$ cat config.mk
export PLATFORM = sky130hd
export DESIGN_NAME = conv_mac_engine
export DESIGN_NICKNAME = d
export VERILOG_FILES = /design/src/rtl/conv_pkg.sv /design/src/rtl/conv_mac_sat.sv /design/src/rtl/conv_mac_engine.sv
export SDC_FILE = /design/constraint.sdc
export NUM_CORES = 1
export LEC_CHECK = 0
export ABC_AREA = 1
export CAP_MARGIN = 20
export CELL_PAD_IN_SITES_DETAIL_PLACEMENT = 0
export CELL_PAD_IN_SITES_GLOBAL_PLACEMENT = 1
export CORE_UTILIZATION = 45
export CTS_BUF_LIST = sky130_fd_sc_hd__clkbuf_8
export DETAILED_ROUTE_END_ITERATION = 10
export PLACE_DENSITY = 0.81
export SLEW_MARGIN = 20
export SYNTH_ARGS = -nofsm -noshare
export SYNTH_HDL_FRONTEND = slang
export SYNTH_SLANG_ARGS = --single-unit
$ cat constraint.sdc
create_clock -name clk -period 7 [get_ports clk]
set_input_delay 1.75 -clock clk [delete_from_list [all_inputs] [get_ports clk]]
set_output_delay 1.75 -clock clk [all_outputs]
set_load 0.02 [all_outputs]
$ cat src/rtl/conv_pkg.sv
// Shared definitions for the convolution MAC engine and the filter controller:
// state encoding, Sobel-X defaults, accumulator sizing and saturation limits.
package conv_pkg;

  typedef enum logic [1:0] {
    S_IDLE,
    S_MAC,
    S_DONE
  } state_t;

  localparam int SOBEL_N = 9;

  function automatic int sobel_x(input int k);
    case (k)
      0: return -1;
      1: return 0;
      2: return 1;
      3: return -2;
      4: return 0;
      5: return 2;
      6: return -1;
      7: return 0;
      8: return 1;
      default: return 0;
    endcase
  endfunction

  // Wide enough that M*N full-scale products can never wrap.
  function automatic int acc_w(input int m, input int n, input int dw);
    return 2 * dw + $clog2(m * n);
  endfunction

  function automatic longint sat_max(input int dw);
    return (longint'(1) <<< (2 * dw - 1)) - 1;
  endfunction

  function automatic longint sat_min(input int dw);
    return -(longint'(1) <<< (2 * dw - 1));
  endfunction

endpackage

$ cat src/rtl/conv_mac_sat.sv
// Registered signed multiply-accumulate with clear, plus saturation
// of the accumulator down to a 2*DATA_WIDTH result register.
module conv_mac_sat
  import conv_pkg::*;
#(
  parameter int DATA_WIDTH = 8,
  parameter int ACC_W      = 20
) (
  input  logic                           clk,
  input  logic                           rst,
  input  logic                           i_clr,
  input  logic                           i_en,
  input  logic                           i_load,
  input  logic signed [DATA_WIDTH-1:0]   i_a,
  input  logic signed [DATA_WIDTH-1:0]   i_b,
  output logic signed [2*DATA_WIDTH-1:0] o_result,
  output logic                           o_sat
);

  localparam int OW = 2 * DATA_WIDTH;

  localparam logic signed [ACC_W-1:0] ACC_MAX =
    ACC_W'(sat_max(DATA_WIDTH));
  localparam logic signed [ACC_W-1:0] ACC_MIN =
    ACC_W'(sat_min(DATA_WIDTH));
  localparam logic signed [OW-1:0] OUT_MAX =
    OW'(sat_max(DATA_WIDTH));
  localparam logic signed [OW-1:0] OUT_MIN =
    OW'(sat_min(DATA_WIDTH));

  logic signed [OW-1:0]    w_prod;
  logic signed [ACC_W-1:0] w_sum;
  logic                    w_hi;
  logic                    w_lo;
  logic signed [ACC_W-1:0] r_acc;
  logic signed [OW-1:0]    r_result;
  logic                    r_sat;

  assign w_prod = OW'(i_a) * OW'(i_b);
  assign w_sum  = r_acc + ACC_W'(w_prod);
  assign w_hi   = r_acc > ACC_MAX;
  assign w_lo   = r_acc < ACC_MIN;

  always_ff @(posedge clk) begin
    if (rst) begin
      r_acc    <= '0;
      r_result <= '0;
      r_sat    <= 1'b0;
    end else begin
      if (i_clr)
        r_acc <= '0;
      else if (i_en)
        r_acc <= w_sum;
      if (i_load) begin
        r_result <= w_hi ? OUT_MAX :
                    w_lo ? OUT_MIN :
                    r_acc[OW-1:0];
        r_sat    <= w_hi | w_lo;
      end
    end
  end

  assign o_result = r_result;
  assign o_sat    = r_sat;

endmodule

$ cat src/rtl/conv_mac_engine.sv
// Sequential M x N window-times-kernel MAC responder: latches a window,
// runs one product per cycle, then strobes the saturated sum.
module conv_mac_engine
  import conv_pkg::*;
#(
  parameter int M          = 3,
  parameter int N          = 3,
  parameter int DATA_WIDTH = 8
) (
  input  logic                           clk,
  input  logic                           rst,
  input  logic [DATA_WIDTH-1:0]          kernel_in,
  input  logic [$clog2(M*N)-1:0]         kernel_addr,
  input  logic                           kernel_wen,
  input  logic [M*N*DATA_WIDTH-1:0]      win_data,
  input  logic                           win_valid,
  output logic                           win_ready,
  output logic [2*DATA_WIDTH-1:0]        matrix_result,
  output logic                           matrix_valid,
  output logic                           matrix_sat,
  output logic                           busy
);

  localparam int K     = M * N;
  localparam int AW    = $clog2(K);
  localparam int DW    = DATA_WIDTH;
  localparam int ACC_W = acc_w(M, N, DATA_WIDTH);

  state_t                r_state;
  state_t                w_next;
  logic [AW-1:0]         r_idx;
  logic [K*DW-1:0]       r_win;
  logic signed [DW-1:0]  r_kern [K];
  logic                  r_valid;

  logic                  w_accept;
  logic                  w_last;
  logic                  w_kwr;
  logic signed [DW-1:0]  w_a;
  logic signed [DW-1:0]  w_b;
  logic signed [2*DW-1:0] w_result;
  logic                  w_sat;

  assign w_accept = (r_state == S_IDLE) && win_valid;
  assign w_last   = r_idx == AW'(K - 1);
  assign w_kwr    = (r_state == S_IDLE) && kernel_wen &&
                    (int'(kernel_addr) < K);
  assign w_a      = r_win[int'(r_idx) * DW +: DW];
  assign w_b      = r_kern[r_idx];

  always_comb begin
    w_next = r_state;
    unique case (r_state)
      S_IDLE:  if (win_valid) w_next = S_MAC;
      S_MAC:   if (w_last) w_next = S_DONE;
      S_DONE:  w_next = S_IDLE;
      default: w_next = S_IDLE;
    endcase
  end

  always_ff @(posedge clk) begin
    if (rst) begin
      r_state <= S_IDLE;
      r_idx   <= '0;
      r_win   <= '0;
      r_valid <= 1'b0;
    end else begin
      r_state <= w_next;
      r_valid <= r_state == S_DONE;
      if (w_accept) begin
        r_win <= win_data;
        r_idx <= '0;
      end else if (r_state == S_MAC) begin
        r_idx <= w_last ? '0 : r_idx + 1'b1;
      end
    end
  end

  // A write landing on the accept edge is visible to that window,
  // since the first coefficient read happens one edge later.
  always_ff @(posedge clk) begin
    if (rst) begin
      for (int k = 0; k < K; k++)
        r_kern[k] <= (K == SOBEL_N) ? DW'(sobel_x(k)) : '0;
    end else if (w_kwr) begin
      r_kern[kernel_addr] <= kernel_in;
    end
  end

  conv_mac_sat #(
    .DATA_WIDTH (DATA_WIDTH),
    .ACC_W      (ACC_W)
  ) u_mac (
    .clk      (clk),
    .rst      (rst),
    .i_clr    (w_accept),
    .i_en     (r_state == S_MAC),
    .i_load   (r_state == S_DONE),
    .i_a      (w_a),
    .i_b      (w_b),
    .o_result (w_result),
    .o_sat    (w_sat)
  );

  assign win_ready     = r_state == S_IDLE;
  assign busy          = r_state != S_IDLE;
  assign matrix_valid  = r_valid;
  assign matrix_result = w_result;
  assign matrix_sat    = w_sat;

endmodule

======== Yosys cells after proc, flatten, opt, wreduce, memory -nomap -nowiden ========
Memory sizes are Yosys's and may differ from the RTL's. A register that Yosys moved wholly into a read port is not among the register bits.
Index checks and enable logic that the tools add are counted.
cells by class
  add/subtract/negate cells ............... 2
  multipliers ............................. 1
  $lt $le $gt $ge ......................... 3
  equal/unequal tests ..................... 5
  shift-type cells ........................ 1
  multiplexer cells ....................... 21
  bitwise logic cells ..................... 1
  reductions and logical operators ........ 8
operator list
  cell                                                                                count
  72-bit by 8-bit variable part select with 8-bit output                              1
  8-bit 2-to-1 mux                                                                    6
  16-bit 2-to-1 mux                                                                   2
  20-bit by 16-bit adder with 20-bit output                                           1
  20-bit by 16-bit greater-than comparator with 1-bit output (second input constant)  1
  20-bit by 16-bit less-than comparator with 1-bit output (second input constant)     1
  8-bit by 8-bit multiplier with 16-bit output                                        1
  4-bit 2-to-1 mux                                                                    4
  8-bit OR reduction                                                                  1
  1-bit 2-to-1 mux                                                                    6
  4-bit by 1-bit adder with 4-bit output (second input constant)                      1
  4-bit == test (second input constant)                                               1
  4-bit less-than comparator (second input constant)                                  1
  2-bit 2-to-1 mux                                                                    2
  2-bit != test (second input constant)                                               2
  2-bit one-hot mux with 2 select lines                                               1
  1-bit logical AND                                                                   3
  2-bit by 1-bit == test with 1-bit output (second input constant)                    1
  2-bit == test (second input constant)                                               1
  2-bit zero test                                                                     1
  2-bit AND reduction                                                                 1
  2-bit nonzero test                                                                  1
  2-bit OR reduction                                                                  1
  1-bit bitwise OR                                                                    1
word-level totals
  flip-flop bits (word level) ............. 116
  memory bits (writable) .................. 72
  input bits .............................. 88
  output and inout bits ................... 20
  word-level logic and storage cells ...... 50
  memories kept ........................... 1
memories
  memory  words  width  rd ports  clocked after memory_dff  write ports  line                   RTL
  r_kern  9      8      1         1                         9            conv_mac_engine.sv:33  logic signed [DW-1:0] r_kern [K];

======== Logic depth before layout (Yosys ltp) ========
Gate-level depths: netlist of the first run.
  depth after elaboration ................. 8
  mapped depth ............................ 30
  gate-level depth less buffers ........... 29

======== Hierarchy ========
A second synthesis of the first run with hierarchy kept.
second synthesis, totals
  cell total of the unflattened synthesis .. 1846
  area, all modules ....................... 14986.9 µm²
by module, submodules not included
  module           times used  cells each  area each (µm²)  seq. area each (µm²)
  conv_mac_engine  1           1155        9745.6           5505.3
  conv_mac_sat     1           691         5241.3           740.7

======== Worst setup path after synthesis of the first run ========
OpenSTA, ideal clock, no wires.
  path kind ............................... reg-to-reg
  start point ............................. register r_idx[0]
  end point ............................... register u_mac.r_acc[19]
  setup time .............................. 128 ps
  arrival time ............................ 4902 ps
  data required time ...................... 6872 ps
  path slack .............................. 1970 ps
  stages on the path, launching flop included .. 28
  path buffers ............................ 2
  clock period less this slack ............ 5030 ps
  path through ............................ dfxtp_1 buf_4 inv_4 buf_4 nor2_1 o211ai_1 nand3_1 nand2_2 nand2_2 fa_1 fa_1 inv_1 fa_1 inv_1 fa_1 inv_1 ha_1 ha_1 nand2_1 inv_1 nand2_1 nand2_1 a21oi_1 nand2_1 inv_1 nand2_1 nand2_1 a21oi_1
on the way
  word-level cells in the longest chain between the ends .. 3
RTL lines
  item                                                    line                   RTL
  from (decl)                                             conv_mac_engine.sv:31  logic [AW-1:0] r_idx;
  from (signal assigned)                                  conv_mac_engine.sv:74  r_idx <= w_last ? '0 : r_idx + 1'b1;
  72-bit by 8-bit variable part select with 8-bit output  conv_mac_engine.sv:48  assign w_a = r_win[int'(r_idx) * DW +: DW];
  8-bit by 8-bit multiplier with 16-bit output            conv_mac_sat.sv:39     assign w_prod = OW'(i_a) * OW'(i_b);
  20-bit by 16-bit adder with 20-bit output               conv_mac_sat.sv:40     assign w_sum = r_acc + ACC_W'(w_prod);
  to (signal assigned)                                    conv_mac_sat.sv:53     r_acc <= w_sum;
  to (decl)                                               conv_mac_sat.sv:35     logic signed [ACC_W-1:0] r_acc;
No other way between the ends.
A chain may end at the register's enable or synchronous reset.

==> results of run 1 <==
==> through the flow <==
stage,cells,power [W],worst slack [ps],util (%)
floorplan,1677,0.00573,1970,-
global placement,2129,0.00689,886,51.1
detailed placement,2129,0.00694,936,51.1
CTS,2208,0.00825,895,53.8
global route,2208,0.00918,369,53.8
finish,2208,0.00815,881,53.8
==> per-layer routing <==
layer,wire length [um],track usage [%],up-vias,part of all wire (%)
li1,-,-,5530,-
met1,16100,31.1,5271,47
met2,15800,35.5,314,46
met3,2000,3.10,51,5.8
met4,680,5.62,0,2.0
met5,0,0,-,0
==> cells in the mapped netlist, drive strengths merged, types with 10 or more instances <==
| cell | count | area (sq um) |
|---|---|---|
| inv | 195 | 742 |
| o21ai | 200 | 1000 |
| nand2 | 233 | 930 |
| o22ai | 10 | 62.6 |
| buf | 44 | 307 |
| o211ai | 31 | 268 |
| nand3 | 42 | 220 |
| clkbuf | 23 | 86.3 |
| o221ai | 17 | 155 |
| nor2 | 362 | 1400 |
| ha | 48 | 601 |
| edfxtp | 128 | 3840 |
| a21oi | 44 | 220 |
| dfxtp | 120 | 2400 |
| fa | 88 | 1760 |
==> state kept, by name, indices dropped and copies added, names as in the netlist, named ones only <==
signal          cells
u_mac.o_sat         1
matrix_valid        1
r_idx               4
r_kern            128
r_win              72
u_mac.r_acc        20
u_mac.o_result     16
r_state             2
==> where the power goes <==
| group | switching (W) | total (W) | internal (W) |
|---|---|---|---|
| Clock | 0.000590 | 0.00127 | 0.000679 |
| Sequential | 0.0000864 | 0.00173 | 0.00164 |
| Combinational | 0.00319 | 0.00515 | 0.00196 |
| Total | 0.00386 | 0.00815 | 0.00428 |
==> cell type report <==
class,instances,area share [%]
multi-input cells,1158,42.4
clock buffers,49,4.07
repair buffers,123,7.19
clock inverters,30,0.974
flip-flops and latches,248,37.7
well taps,396,2.99
inverters,204,4.68
==> path summary, 6_finish.rpt <==
check                 endpoint  slack [ps]
max            u_mac.r_acc[18]         880
min          u_mac.o_result[7]         470
max reg2reg    u_mac.r_acc[18]         880
min reg2reg  u_mac.o_result[7]         470
==> worst reg2reg max path, cell delays in order, from the launching register on <==
cell      delay, ps
dfxtp_2         460
inv_2           430
buf_4           390
o21ai_0         160
o221ai_2        170
nand3_1         150
nand2_4         190
nand2_2         100
inv_2           300
fa_1            510
fa_1            500
fa_1            550
inv_1            50
fa_1            480
inv_1            40
ha_1            260
ha_1            340
a21oi_1         270
o21ai_0         160
a21oi_1         190
nand2_1          70
nand2_1          60
nand3_1          60
nand2_1          70
inv_1            40
==> cells by family after synthesis <==
family / count (synthesis) / synth area share, %
flops: 248 / 43.9
other cells: 1 / 0.0263
compound gates: 306 / 12.2
buf+inv: 271 / 8.21
fa+ha+maj: 136 / 16.6
simple gates: 652 / 18.6
xor+xnor: 8 / 0.492
==> out/results.tsv, run 1 <==
metric	value	unit
status	complete, no violations	
synth_ff_type	edfxtp_1	
cts_tree	yes	
hold_violations	0	
postCtsSetupRepairBufs	0	
crit_path_cell_trace	inv_2, buf_4, o21ai_0, o221ai_2, nand3_1, nand2_4, nand2_2, inv_2, fa_1, fa_1, fa_1, inv_1, fa_1, inv_1, ha_1, ha_1, a21oi_1, o21ai_0, a21oi_1, nand2_1, nand2_1, nand3_1, nand2_1, inv_1	
place_hpwl	25.0	mm
cp_slowest_cell	fa_1	
netlist_area	14200	sq um
drv_cap	0	
fill_cells	2864	
numCtsBuffers	43	
first_pass_iters	5	
fmax	163	MHz
clkSlewWorstSetupHoldPaths	60	ps
cp_data_required_time	7440	ps
clock_path_buffers	3	
path_buf_inv	6	
synth.ff_latch_count	248	
grt_overflow	0	
row_count	64	
antenna_found_initial	0	
die_area	32400	sq um
cp-start-kind	register	
ant_nets	0	
ctsHoldBuffers	0	
ys_types	42	
vdd_drop_max	537	uV
synth_warnings	0	
io_pins	108	
clk_latency	560	ps
path_class	reg -> reg	
drt-initial-drc-count	887	
ctsResizeCount	0	
fp.dieW	180	um
die-height	180	um
critPathArrivalTime	6560	ps
synth_edf_count	128	
end_kind	register	
wl_per_cell	15.6	um
period_share	87.4	%
vias_per_cell	5.06	
layout.nets	2002	
syn_area_per_cell	8.78	sq um
place_congestion	0.839	
setup_viol	0	
htreeDepth	2	
hold_depth	2	
start_util	46.2	%
leakagePower	7.28	nW
whs	467	ps
syn_inst	1622	
reg2reg_depth	24	
tightest_slew	963	ps
grt_start_max_net_pins	82	
worstPathMaxFanout	28	
p_per_area	491	nW/um^2
track_usage	22.0	%
mostFrequentLayoutCell	nor2_1	
portBuffers	107	
drive_gt1_share	7.23	%
hold_start	u_mac.o_result[7]	
path_depth	24	
slowest_delay	550	ps
dpl_cell_area	15700	sq um
antennaDiodeCount	0	
fin_area	16600	sq um
vias	11166	
drc	0	
seq_area_frac_synth	43.9	%
final.setup.tns	0	ps
period_minus_slack	6120	ps
rsz0062_at_grt	no	
grt_first_pass_wirelength	57.2	mm
fp.coreArea	30800	sq um
multi_input_area	7030	sq um
finalWirelength	34.6	mm
regArea	6250	sq um
async_flop_share	0	%
maxSlewHeadroom	35.8	%
crit_family	adder cells	
layout.cells.most_common_list	nor2_1 (351), nand2_1 (214), inv_1 (200), o21ai_0 (171), edfxtp_1 (128)	
skew	33.1	ps
cts.sinks	248	
clockRootBuffer	clkbuf_8	
area_delta_synth_final	16.4	%
grt_pass1_vias	11184	
slew_violations	0	
hold_class	reg -> reg	
crit_top_cell	fa_1	
(Power assumes the default switching activity.)
==> inputs of run 2 (changes only) <==
--- a/config.mk
+++ b/config.mk
@@ -13,6 +13,8 @@
 export CTS_BUF_LIST = sky130_fd_sc_hd__clkbuf_8
 export DETAILED_ROUTE_END_ITERATION = 10
 export PLACE_DENSITY = 0.81
+export REMOVE_ABC_BUFFERS = 1
+export SETUP_SLACK_MARGIN = 0.05
 export SLEW_MARGIN = 20
 export SYNTH_ARGS = -nofsm -noshare
 export SYNTH_HDL_FRONTEND = slang
==> run 2 against run 1 <==
The run now ends with DRC left. Routed wire length decreased by 1.9%. Setup slack gained 16 ps. Count of clock-buffer cells in the layout up 3. Clock power up 12%. Power increased by 1.2%. Core utilization up 0.30 points. Via count is the same. Critical path type unchanged.
==> out/results.tsv, run 2 (same netlist as run 1, synthesis figures left out) <==
metric	value	unit
fill_cells	2870	
critPathArrivalTime	6560	ps
clockPowerShare	17.3	%
hold_class	reg -> reg	
wl_per_cell	15.4	um
grt_start_max_net_pins	82	
drt-initial-drc-count	778	
ant_nets	0	
switching_share	46.8	%
tightest_slew	994	ps
grt_pass1_vias	10708	
crit_path_cell_trace	buf_4, o21ai_0, o211ai_1, o211ai_1, nand2_2, nand2_1, inv_1, fa_1, fa_1, fa_1, inv_1, fa_1, inv_1, ha_1, ha_1, a21oi_1, o21ai_0, a21oi_1, nand2_1, nand2_1, nand3_1, nand2_1, inv_1	
layout.cells.non_filler	2207	
layout.nets	2000	
clkSlewWorstSetupHoldPaths	70	ps
vias	11166	
postCtsSetupRepairBufs	0	
cp_data_required_time	7460	ps
rsz0062_at_grt	no	
die-height	180	um
track_usage	21.1	%
dp_cells	2126	
hold_violations	0	
htreeDepth	2	
start_util	46.2	%
io_pins	108	
antennaDiodeCount	0	
drive_gt1_share	7.79	%
largest-register	r_kern	
area_delta_synth_final	17.1	%
multi_input_area	7030	sq um
numCtsBuffers	44	
status	finished, violations left	
cp_slowest_cell	buf_4	
failed_checks	DRC	
p_per_area	495	nW/um^2
worstPathMaxFanout	65	
grt_first_pass_wirelength	55.1	mm
place_congestion	0.878	
switchingPower	0.00386	W
slowest_delay	540	ps
final.setup.tns	0	ps
fp.dieW	180	um
cts_tree	yes	
mostFrequentLayoutCell	nor2_1	
finalPower	0.00824	W
ctsHoldBuffers	0	
internal-power	0.00438	W
end_kind	register	
regArea	6250	sq um
row_count	64	
antenna_found_initial	0	
crit_family	adder cells	
place_hpwl	23.9	mm
skew	51.7	ps
period_minus_slack	6100	ps
grt_overflow	0	
drc	5	
largest_register_ffs	128	
finalWirelength	33.9	mm
slew_violations	0	
leakagePower	7.31	nW
portBuffers	107	
cp-start-kind	register	
setup_viol	0	
vdd_drop_max	492	uV
ctsResizeCount	0	
maxSlewHeadroom	33.8	%
drv_cap	0	
period_share	87.2	%
path_class	reg -> reg	
top_regs	r_kern: 128 flops, r_win: 72 flops, u_mac.r_acc: 20 flops	
p_comb_share	61.8	%
power_frac_seq	20.9	%
fmax	164	MHz
layout.cells.most_common_list	nor2_1 (351), nand2_1 (214), inv_1 (194), o21ai_0 (170), edfxtp_1 (128)	
clock_path_buffers	3	
clk_latency	590	ps
path_buf_inv	5	
die_area	32400	sq um
first_pass_iters	8	
clockRootBuffer	clkbuf_8	
fp.coreArea	30800	sq um
cts.sinks	248	
vias_per_cell	5.06	
-- run 2: area by class of cell --
cell class | count | share of cell area [%]
clock buffer | 52 | 4.29
clock inverter | 29 | 1.34
inverter | 204 | 4.65
multi-input combinational | 1158 | 42.2
sequential | 248 | 37.5
tap | 396 | 2.97
timing repair buffer | 120 | 7.09
-- run 2: worst paths after layout --
kind	start	end	slack, ps	cells past startpoint
max reg2reg	register	u_mac.r_acc[18]	900	23
max	register	u_mac.r_acc[18]	900	23
min reg2reg	u_mac.o_result[11]	u_mac.o_result[11]	460	2
min	u_mac.o_result[11]	u_mac.o_result[11]	460	2
-- run 2: worst reg2reg max path: stages, from the launching register on --
cell and delay [ps]:
dfxtp_2 330, buf_4 540, o21ai_0 340, o211ai_1 180, o211ai_1 150, nand2_2 230
nand2_1 80, inv_1 430, fa_1 550, fa_1 510, fa_1 540, inv_1 50
fa_1 470, inv_1 40, ha_1 270, ha_1 350, a21oi_1 260, o21ai_0 170
a21oi_1 210, nand2_1 80, nand2_1 60, nand3_1 70, nand2_1 70, inv_1 30
-- run 2: power by group through the flow --
stage               Sequential [W]  Combinational, W  Clock, W
finish                     0.00172           0.00510   0.00142
global route               0.00174           0.00597   0.00151
CTS                        0.00172           0.00511   0.00145
detailed placement         0.00175           0.00505         0
global placement           0.00175           0.00505         0
floorplan                  0.00172           0.00398         0
-- run 2: metal layers --
layer	share of wire (%)	wire length (um)	global-route usage, %
met1	49	16500	30.8
met2	44	14800	32.3
met5	0	0	0
met4	1.6	526	5.31
met3	6.1	2080	3.83
-- run 2: per-stage QoR --
| stage | area (sq um) | utilization, % | hold slack, ps | setup WS [ps] |
|---|---|---|---|---|
| 2_1_floorplan | 14100 | - | 449 | 517 |
| 3_3_place_gp | 15700 | 51.0 | 452 | 1030 |
| 3_5_place_dp | 15700 | 51.0 | 454 | 957 |
| 4_1_cts | 16700 | 54.1 | 463 | 913 |
| 5_1_grt | 16700 | 54.1 | 488 | 365 |
| 6_report | 16700 | 54.1 | 460 | 897 |
